## src/rtl/viterbi_test_ctrl.sv

```systemverilog
// viterbi_test_ctrl: drives PRBS frames into a Viterbi encoder, with optional
// error injection on the coded pair. It also compares the decoder output
// against a delayed copy of the payload and counts bit errors.
//
// Start handshake: start is a level request with no ready signal. It is
// accepted on any clock edge where the controller is in IDLE, which is
// exactly when busy is low. In every other state start is ignored. Holding
// start high therefore chains frames, with one IDLE cycle between them.
//
// Parameter limits: LAT >= 2 and FLUSH >= 1.
module viterbi_test_ctrl #(
    parameter int LAT   = 12,
    parameter int FLUSH = 8
) (
    input  logic        clk,
    input  logic        rst,
    input  logic        start,
    input  logic [7:0]  frame_len,
    input  logic [4:0]  err_period,
    input  logic        decoder_o,
    output logic        encoder_i,
    output logic        enable_encoder_i,
    output logic [1:0]  err_mask,
    output logic        busy,
    output logic        done,
    output logic [15:0] bit_err_ct,
    output logic [7:0]  inj_ct,
    output logic [2:0]  state_dbg
);

    typedef enum logic [2:0] {
        S_IDLE  = 3'd0,
        S_RUN   = 3'd1,
        S_FLUSH = 3'd2,
        S_DRAIN = 3'd3,
        S_DONE  = 3'd4
    } state_t;

    // DRAIN keeps the block busy until the last payload bit's compare slot
    // has gone by. That slot falls LAT cycles after the bit was launched.
    localparam int          DRAIN_LEN  = (LAT > FLUSH) ? (LAT - FLUSH) : 1;
    localparam logic [15:0] FLUSH_LAST = 16'(FLUSH - 1);
    localparam logic [15:0] DRAIN_LAST = 16'(DRAIN_LEN - 1);

    state_t         state_q, state_d;
    logic [6:0]     lfsr_q, lfsr_d, lfsr_step;
    logic [7:0]     len_m1_q;     // frame_len - 1; a frame_len of 0 wraps to 255, i.e. 256 bits
    logic [4:0]     period_q;
    logic [7:0]     bit_cnt_q;
    logic [4:0]     inj_cnt_q;
    logic [15:0]    phase_cnt_q;
    logic [LAT-1:0] dl_valid_q;
    logic [LAT-1:0] dl_bit_q;
    logic           accept, in_run, inject, mismatch;
    logic           enc_d, en_d, busy_d, done_d;
    logic [1:0]     mask_d;

    assign accept    = (state_q == S_IDLE) && start;
    assign in_run    = (state_q == S_RUN);
    assign inject    = in_run && (period_q != 5'd0) && (inj_cnt_q == period_q);
    assign lfsr_step = {lfsr_q[5:0], lfsr_q[6] ^ lfsr_q[5]};
    assign lfsr_d    = accept ? 7'h7F : (in_run ? lfsr_step : lfsr_q);
    assign mismatch  = dl_valid_q[LAT-1] && (decoder_o != dl_bit_q[LAT-1]);
    assign state_dbg = state_q;

    // State register.
    always_ff @(posedge clk) begin
        if (!rst) state_q <= S_IDLE;
        else      state_q <= state_d;
    end

    // Next-state logic: payload bits, then tail bits, then the drain wait, then a done pulse.
    always_comb begin
        state_d = state_q;
        case (state_q)
            S_IDLE:  if (start) state_d = S_RUN;
            S_RUN:   if (bit_cnt_q == len_m1_q) state_d = S_FLUSH;
            S_FLUSH: if (phase_cnt_q == FLUSH_LAST) state_d = S_DRAIN;
            S_DRAIN: if (phase_cnt_q == DRAIN_LAST) state_d = S_DONE;
            S_DONE:  state_d = S_IDLE;
            default: state_d = S_IDLE;
        endcase
    end

    // Output decode from the upcoming state, so that the registered outputs line up with the state.
    always_comb begin
        enc_d  = (state_d == S_RUN) ? lfsr_d[6] : 1'b0;
        en_d   = (state_d == S_RUN) || (state_d == S_FLUSH);
        busy_d = (state_d != S_IDLE);
        done_d = (state_d == S_DONE);
        mask_d = inject ? 2'b10 : 2'b00;  // describes the bit on the wire this cycle, so it lags that bit by one
    end

    // Output registers.
    always_ff @(posedge clk) begin
        if (!rst) begin
            encoder_i        <= 1'b0;
            enable_encoder_i <= 1'b0;
            err_mask         <= 2'b00;
            busy             <= 1'b0;
            done             <= 1'b0;
        end else begin
            encoder_i        <= enc_d;
            enable_encoder_i <= en_d;
            err_mask         <= mask_d;
            busy             <= busy_d;
            done             <= done_d;
        end
    end

    // Frame configuration, PRBS state, and the payload, injection and phase counters.
    always_ff @(posedge clk) begin
        if (!rst) begin
            lfsr_q      <= 7'h7F;
            len_m1_q    <= 8'd0;
            period_q    <= 5'd0;
            bit_cnt_q   <= 8'd0;
            inj_cnt_q   <= 5'd0;
            phase_cnt_q <= 16'd0;
        end else begin
            lfsr_q <= lfsr_d;
            if (accept) begin
                len_m1_q  <= frame_len - 8'd1;
                period_q  <= err_period;
                bit_cnt_q <= 8'd0;
                inj_cnt_q <= 5'd0;
            end else if (in_run) begin
                bit_cnt_q <= bit_cnt_q + 8'd1;
                inj_cnt_q <= (inj_cnt_q == period_q) ? 5'd0 : inj_cnt_q + 5'd1;
            end
            phase_cnt_q <= (state_d != state_q) ? 16'd0 : phase_cnt_q + 16'd1;
        end
    end

    // Reference delay line: stage LAT-1 holds the bit that decoder_o is expected to reproduce now.
    always_ff @(posedge clk) begin
        if (!rst) begin
            dl_valid_q <= '0;
            dl_bit_q   <= '0;
        end else begin
            dl_valid_q <= {dl_valid_q[LAT-2:0], in_run};
            dl_bit_q   <= {dl_bit_q[LAT-2:0], encoder_i};
        end
    end

    // Saturating error and injection counters, cleared when a frame is accepted.
    always_ff @(posedge clk) begin
        if (!rst) begin
            bit_err_ct <= 16'd0;
            inj_ct     <= 8'd0;
        end else if (accept) begin
            bit_err_ct <= 16'd0;
            inj_ct     <= 8'd0;
        end else begin
            if (mismatch && (bit_err_ct != 16'hFFFF)) bit_err_ct <= bit_err_ct + 16'd1;
            if (inject && (inj_ct != 8'hFF))          inj_ct     <= inj_ct + 8'd1;
        end
    end

endmodule

```

## config.mk

```make
export PLATFORM = sky130hd
export DESIGN_NAME = viterbi_test_ctrl
export DESIGN_NICKNAME = d
export VERILOG_FILES = /design/src/rtl/viterbi_test_ctrl.sv
export SDC_FILE = /design/constraint.sdc
export NUM_CORES = 1
export LEC_CHECK = 0
export BUFFER_PORTS_ARGS = -buffer_cell sky130_fd_sc_hd__buf_2
export CAP_MARGIN = 25
export CORE_UTILIZATION = 30
export DETAILED_ROUTE_END_ITERATION = 10
export PLACE_DENSITY = 0.44
export SLEW_MARGIN = 20
export SYNTH_ARGS = -nofsm -noshare
export SYNTH_HDL_FRONTEND = slang
export SYNTH_SLANG_ARGS = --single-unit
```

## constraint.sdc

```tcl
create_clock -name clk -period 2.6 [get_ports clk]
set_input_delay 0.78 -clock clk [delete_from_list [all_inputs] [get_ports clk]]
set_output_delay 0.78 -clock clk [all_outputs]
set_load 0.05 [all_outputs]
```

======== Yosys cells after proc, flatten, opt, wreduce, memory -nomap -nowiden ========
Cells that the tools add are included.
W data, S select, Z words.
word-level totals
  register bits after elaboration ......... 106
  output and inout bits ................... 33
  bits of input ports ..................... 17
  logic and storage cells ................. 61
cells by class
  multiplexer cells ....................... 9
  equality and inequality tests ........... 14
  bitwise gates (word level) .............. 2
  $add $sub $neg .......................... 6
  reduce and logical (&&, ||, !) cells .... 13
operator list
  cell                     count
  $add A16 B1 Y16 const B  2
  $add A8 B1 Y8 const B    2
  $eq A16 B2 Y1 const B    1
  $eq A16 B3 Y1 const B    1
  $ne A16 B16 Y1 const B   1
  $mux W7                  2
  $mux W3                  4
  $pmux W3 S4              1
  $eq A3 B2 Y1 const B     3
  $eq A8 B8 Y1             1
  $ne A8 B8 Y1 const B     1
  $sub A8 B1 Y8 const B    1
  $eq A3 B1 Y1 const B     2
  $logic_and A1 B1 Y1      6
  $add A5 B1 Y5 const B    1
  $eq A5 B5 Y1             1
  $mux W5                  1
  $reduce_bool A5 Y1       1
  $reduce_or A2 Y1         2
  $eq A3 B3 Y1 const B     1
  $logic_not A3 Y1         1
  $ne A3 B3 Y1             1
  $reduce_bool A3 Y1       1
  $mux W2                  1
  5 further kinds          5

======== Depth between registers and ports, before layout ========
  word-level depth ........................ 5
  mapped depth ............................ 7
  gate-level depth less buffers ........... 6

======== Worst setup path after synthesis ========
OpenSTA, ideal clock, no wires.
  path kind ............................... reg-to-reg
  from .................................... register state_q[0], in the netlist state_dbg[0]
  to ...................................... register inj_ct[5]
  stages on the path, launching flop included .. 7
  path slack .............................. 355 ps
  clock period less this slack ............ 2245 ps
  setup time .............................. 71 ps
  arrival ................................. 2174 ps
  path buffers ............................ 1
  required time ........................... 2529 ps
  cell sequence ........................... dfxtp_1 -> or3b_4 -> nor4_4 -> nand4_2 -> buf_6 -> or3_1 -> a21oi_1
between the ends
  longest elaborated chain between the ends .. 4
  elaborated cells between the ends (all ways) .. 7
  those cells by class .................... eq/ne: 1; reduce/logical: 6
RTL lines
  element                           line  text
  from (decl)                       45    state_t state_q, state_d;
  from (signal assigned)            69    else state_q <= state_d;
  $eq A3 B1 Y1                      59    assign in_run = (state_q == S_RUN);
  $logic_and A1 B1 Y1 (2 in a row)  60    assign inject = in_run && (period_q != 5'd0) && (inj_cnt_q == period_q);
  $logic_and A1 B1 Y1               156   if (inject && (inj_ct != 8'hFF)) inj_ct <= inj_ct + 8'd1;
  to (signal assigned)              156
  to (decl)                         27    output logic [7:0] inj_ct,
Several ways; a longest one is shown, not always the timed one.
A chain may end at the register's enable or synchronous reset.

======== Worst setup path after layout ========
  from .................................... register state_q[2], in the netlist state_dbg[2]
  to ...................................... register inj_ct[6]
The elaborated chain is that of the path after synthesis.

==> flow_metrics.py <==
metrics = {
    "route": {
        "num_vias": 3347,
        "wl_met3_um": 420,
        "wl_met1_um": 4510,
        "antenna_left": 0,
        "dr.pass1.iters": 4,
        "drt-total-wl_um": 8880,
        "route.top_layer_used": "met4",
        "wl_met2_um": 3860,
        "avgRoutedWirePerCell_um": 12.4,
        "via_per_inst": 4.68,
        "drt_iter0_drc": 188,
        "drc": 0,
    },
    "floorplan": {
        "ios": 50,
        "rows": 43,
        "die_h_um": 122,
        "core_um2": 14000,
        "dieArea_um2": 14900,
        "die_w_um": 122,
        "initial_core_util_pct": 31.0,
    },
    "clocking": {
        "cts_resized": 0,
        "clk_pin_slew_ps": 70,
        "root_buffer": "clkbuf_16",
        "clockBufferDepth": 2,
        "cts.sinks": 105,
        "cts_made_buffers": 9,
        "tritoncts": "yes",
        "hold_buffers": 0,
        "clock_latency_ps": 340,
        "postCtsSetupBuffers": 0,
        "htree_levels": 3,
    },
    "logic_synthesis": {
        "syn_area_um2": 4340,
        "synth.yosys.seq_area_share_pct": 48.5,
        "async_reset_ff_share_pct": 0,
        "syn_inst": 479,
        "synth_top_area_share_pct": 48.5,
        "synth_largest_area_cell": "dfxtp_1",
        "syn_area_per_cell_um2": 9.05,
        "synth_warnings": 0,
        "ys_ff_latch": 105,
        "synth_area_leaders": "dfxtp_1 48%, xnor2_1 7.3%, nor2_1 5.9%, xor2_1 4.8%, nand2_1 4.0%",
        "yosys_most_used_dff": "dfxtp_1",
        "synth_cell_type_count": 51,
        "synth_fp_nets": 503,
        "synth_edf_count": 0,
    },
    "layout": {
        "drive_gt1_share_pct": 15.5,
        "mostFrequentLayoutCells": "105 x dfxtp_1, 68 x nor2_1, 48 x buf_2",
        "layout_commonest_cell": "dfxtp_1",
        "seqCellArea_um2": 2100,
        "synthToLayoutAreaGrowth_pct": 18.0,
        "fill_cells": 1462,
        "multi_input_area_um2": 2100,
        "nets": 554,
        "n_antenna_cell": 0,
        "final_util_pct": 36.6,
    },
    "global_routing": {
        "grt_pass1_wl_um": 14700,
        "grt_max_degree": 31,
        "antenna_found_initial": 0,
        "grt_overflow": 0,
        "grt_usage_pct": 12.5,
        "grt_pass1_vias": 3051,
    },
    "power_and_ir_drop": {
        "seq_power_share_pct": 49.4,
        "static-leakage-power_nw": 1.99,
        "netSwitchingFraction_pct": 24.2,
        "p_comb_share_pct": 10.6,
        "powerDensity_nw_per_um2": 676,
        "p_sw_uw": 838,
        "internal_power_mw": 2.62,
        "irDropWorstVdd_mv": 0.309,
        "power.share.clock_pct": 40.0,
    },
    "timing": {
        "setup_tns_ps": 0,
        "slew_headroom_pct": 61.8,
        "fin_crit_ps": 2300,
        "finalClockSkew_ps": 6.23,
        "rsz0062_at_grt": "false",
        "worst_pin_slew_ps": 567,
        "min_period_over_period_pct": 88.5,
        "slew_viol_final": 0,
        "timing.fmax_mhz": 435,
        "setup_violations": 0,
        "finalHoldViolations": 0,
    },
    "worst_setup_path": {
        "start_kind": "register",
        "path_cells": "or3b_4 > nor4_4 > nand4_2 > or4_1 > a21oi_1",
        "slowest_stage": "or3b_4",
        "critPathRequiredTime_ps": 2870,
        "path_delay_family": "simple AND/OR/NAND/NOR gates",
        "cp.arrival_ps": 2570,
        "critPathBufInv": 0,
        "endpoint_kind": "register",
        "worst_path_largest_cell_delay_ps": 540,
        "cp_max_fo": 14,
        "path_class": "register to register",
    },
    "placed_design": {
        "dp_hpwl_um": 6210,
        "gp_congestion": 0.763,
        "io_buffer_count": 48,
    },
    "hold_path": {
        "worstHoldPathType": "register to register",
    },
    "run_status": {
        "outcome": "finished, final reports clean",
    },
    "flow_run": {
        "drv_cap": 0,
    },
}
[logic make-up (layout without fill, tap and decap cells)]
kind of cell / after synthesis / after routing / synth area share [%]
simple gates: 224 / 224 / 26.3
fa+ha+maj: 7 / 7 / 2.02
flops: 105 / 105 / 48.5
xor+xnor: 60 / 60 / 12.1
other cells: 1 / 1 / 0.0865
mux: 2 / 2 / 0.462
compound gates: 49 / 49 / 7.33
buf+inv: 31 / 87 / 3.17
[registers in the layout, indices dropped and copies added (netlist names)]
| register | count |
|---|---|
| state_dbg | 3 |
| dl_bit_q | 12 |
| bit_cnt_q | 8 |
| phase_cnt_q | 16 |
| bit_err_ct | 16 |
| done | 1 |
| inj_cnt_q | 5 |
| inj_ct | 8 |
| enable_encoder_i | 1 |
| busy | 1 |
| lfsr_q | 7 |
| dl_valid_q | 12 |
| err_mask | 1 |
| period_q | 5 |
| len_m1_q | 8 |
| encoder_i | 1 |
[metal layers]
layer	vias up	track usage (%)
met5	-	0
met4	0	4.57
met3	7	3.53
met2	64	19.6
met1	1542	16.3
li1	1734	-
[cell usage after synthesis (all sizes together), types with 5 or more instances]
cell type    n
a211oi      13
a21oi       16
and2        23
and3         7
and4         6
buf          6
clkbuf      16
dfxtp      105
ha           7
inv          8
nand2       46
nand3       17
nand4       19
nor2        68
nor3        12
nor4         7
o21ai        7
or3          5
xnor2       36
xor2        24
[power by group through the flow]
stage / clock network, mW / logic (mW) / registers [mW]
after global placement: 0 / 0.370 / 1.75
after detailed placement: 0 / 0.373 / 1.75
after global routing: 1.51 / 0.411 / 1.72
after CTS: 1.45 / 0.374 / 1.71
after floorplan: 0 / 0.232 / 1.77
final: 1.39 / 0.367 / 1.71
[final timing paths]
check                           depth (start not counted)          from     endpoint  slack (ps)
worst max-delay path                                    5  state_dbg[2]    inj_ct[6]         300
worst min-delay path                                    1   dl_bit_q[8]  dl_bit_q[9]         430
worst max register to register                          5  state_dbg[2]    inj_ct[6]         300
worst min register to register                          1   dl_bit_q[8]  dl_bit_q[9]         430
[per-stage QoR]
| step | std cells | setup slack, ps | area, um2 | power, mW | hold WS [ps] |
|---|---|---|---|---|---|
| floorplan | 479 | 355 | 4340 | 2.01 | 412 |
| global placement | 699 | 368 | 4810 | 2.12 | 414 |
| detailed placement | 699 | 326 | 4810 | 2.12 | 419 |
| CTS | 715 | 316 | 5120 | 3.53 | 435 |
| global route | 715 | 157 | 5120 | 3.64 | 440 |
| finish | 715 | 299 | 5120 | 3.46 | 432 |
[layout make-up]
class | instances | share of cell area (%)
Multi-Input combinational cell | 343 | 41.1
Clock buffer | 14 | 5.35
Tap cell | 180 | 4.40
Clock inverter | 2 | 0.685
Sequential cell | 105 | 41.1
Inverter | 9 | 0.660
Timing Repair Buffer | 62 | 6.75
(Power assumes the default switching activity.)
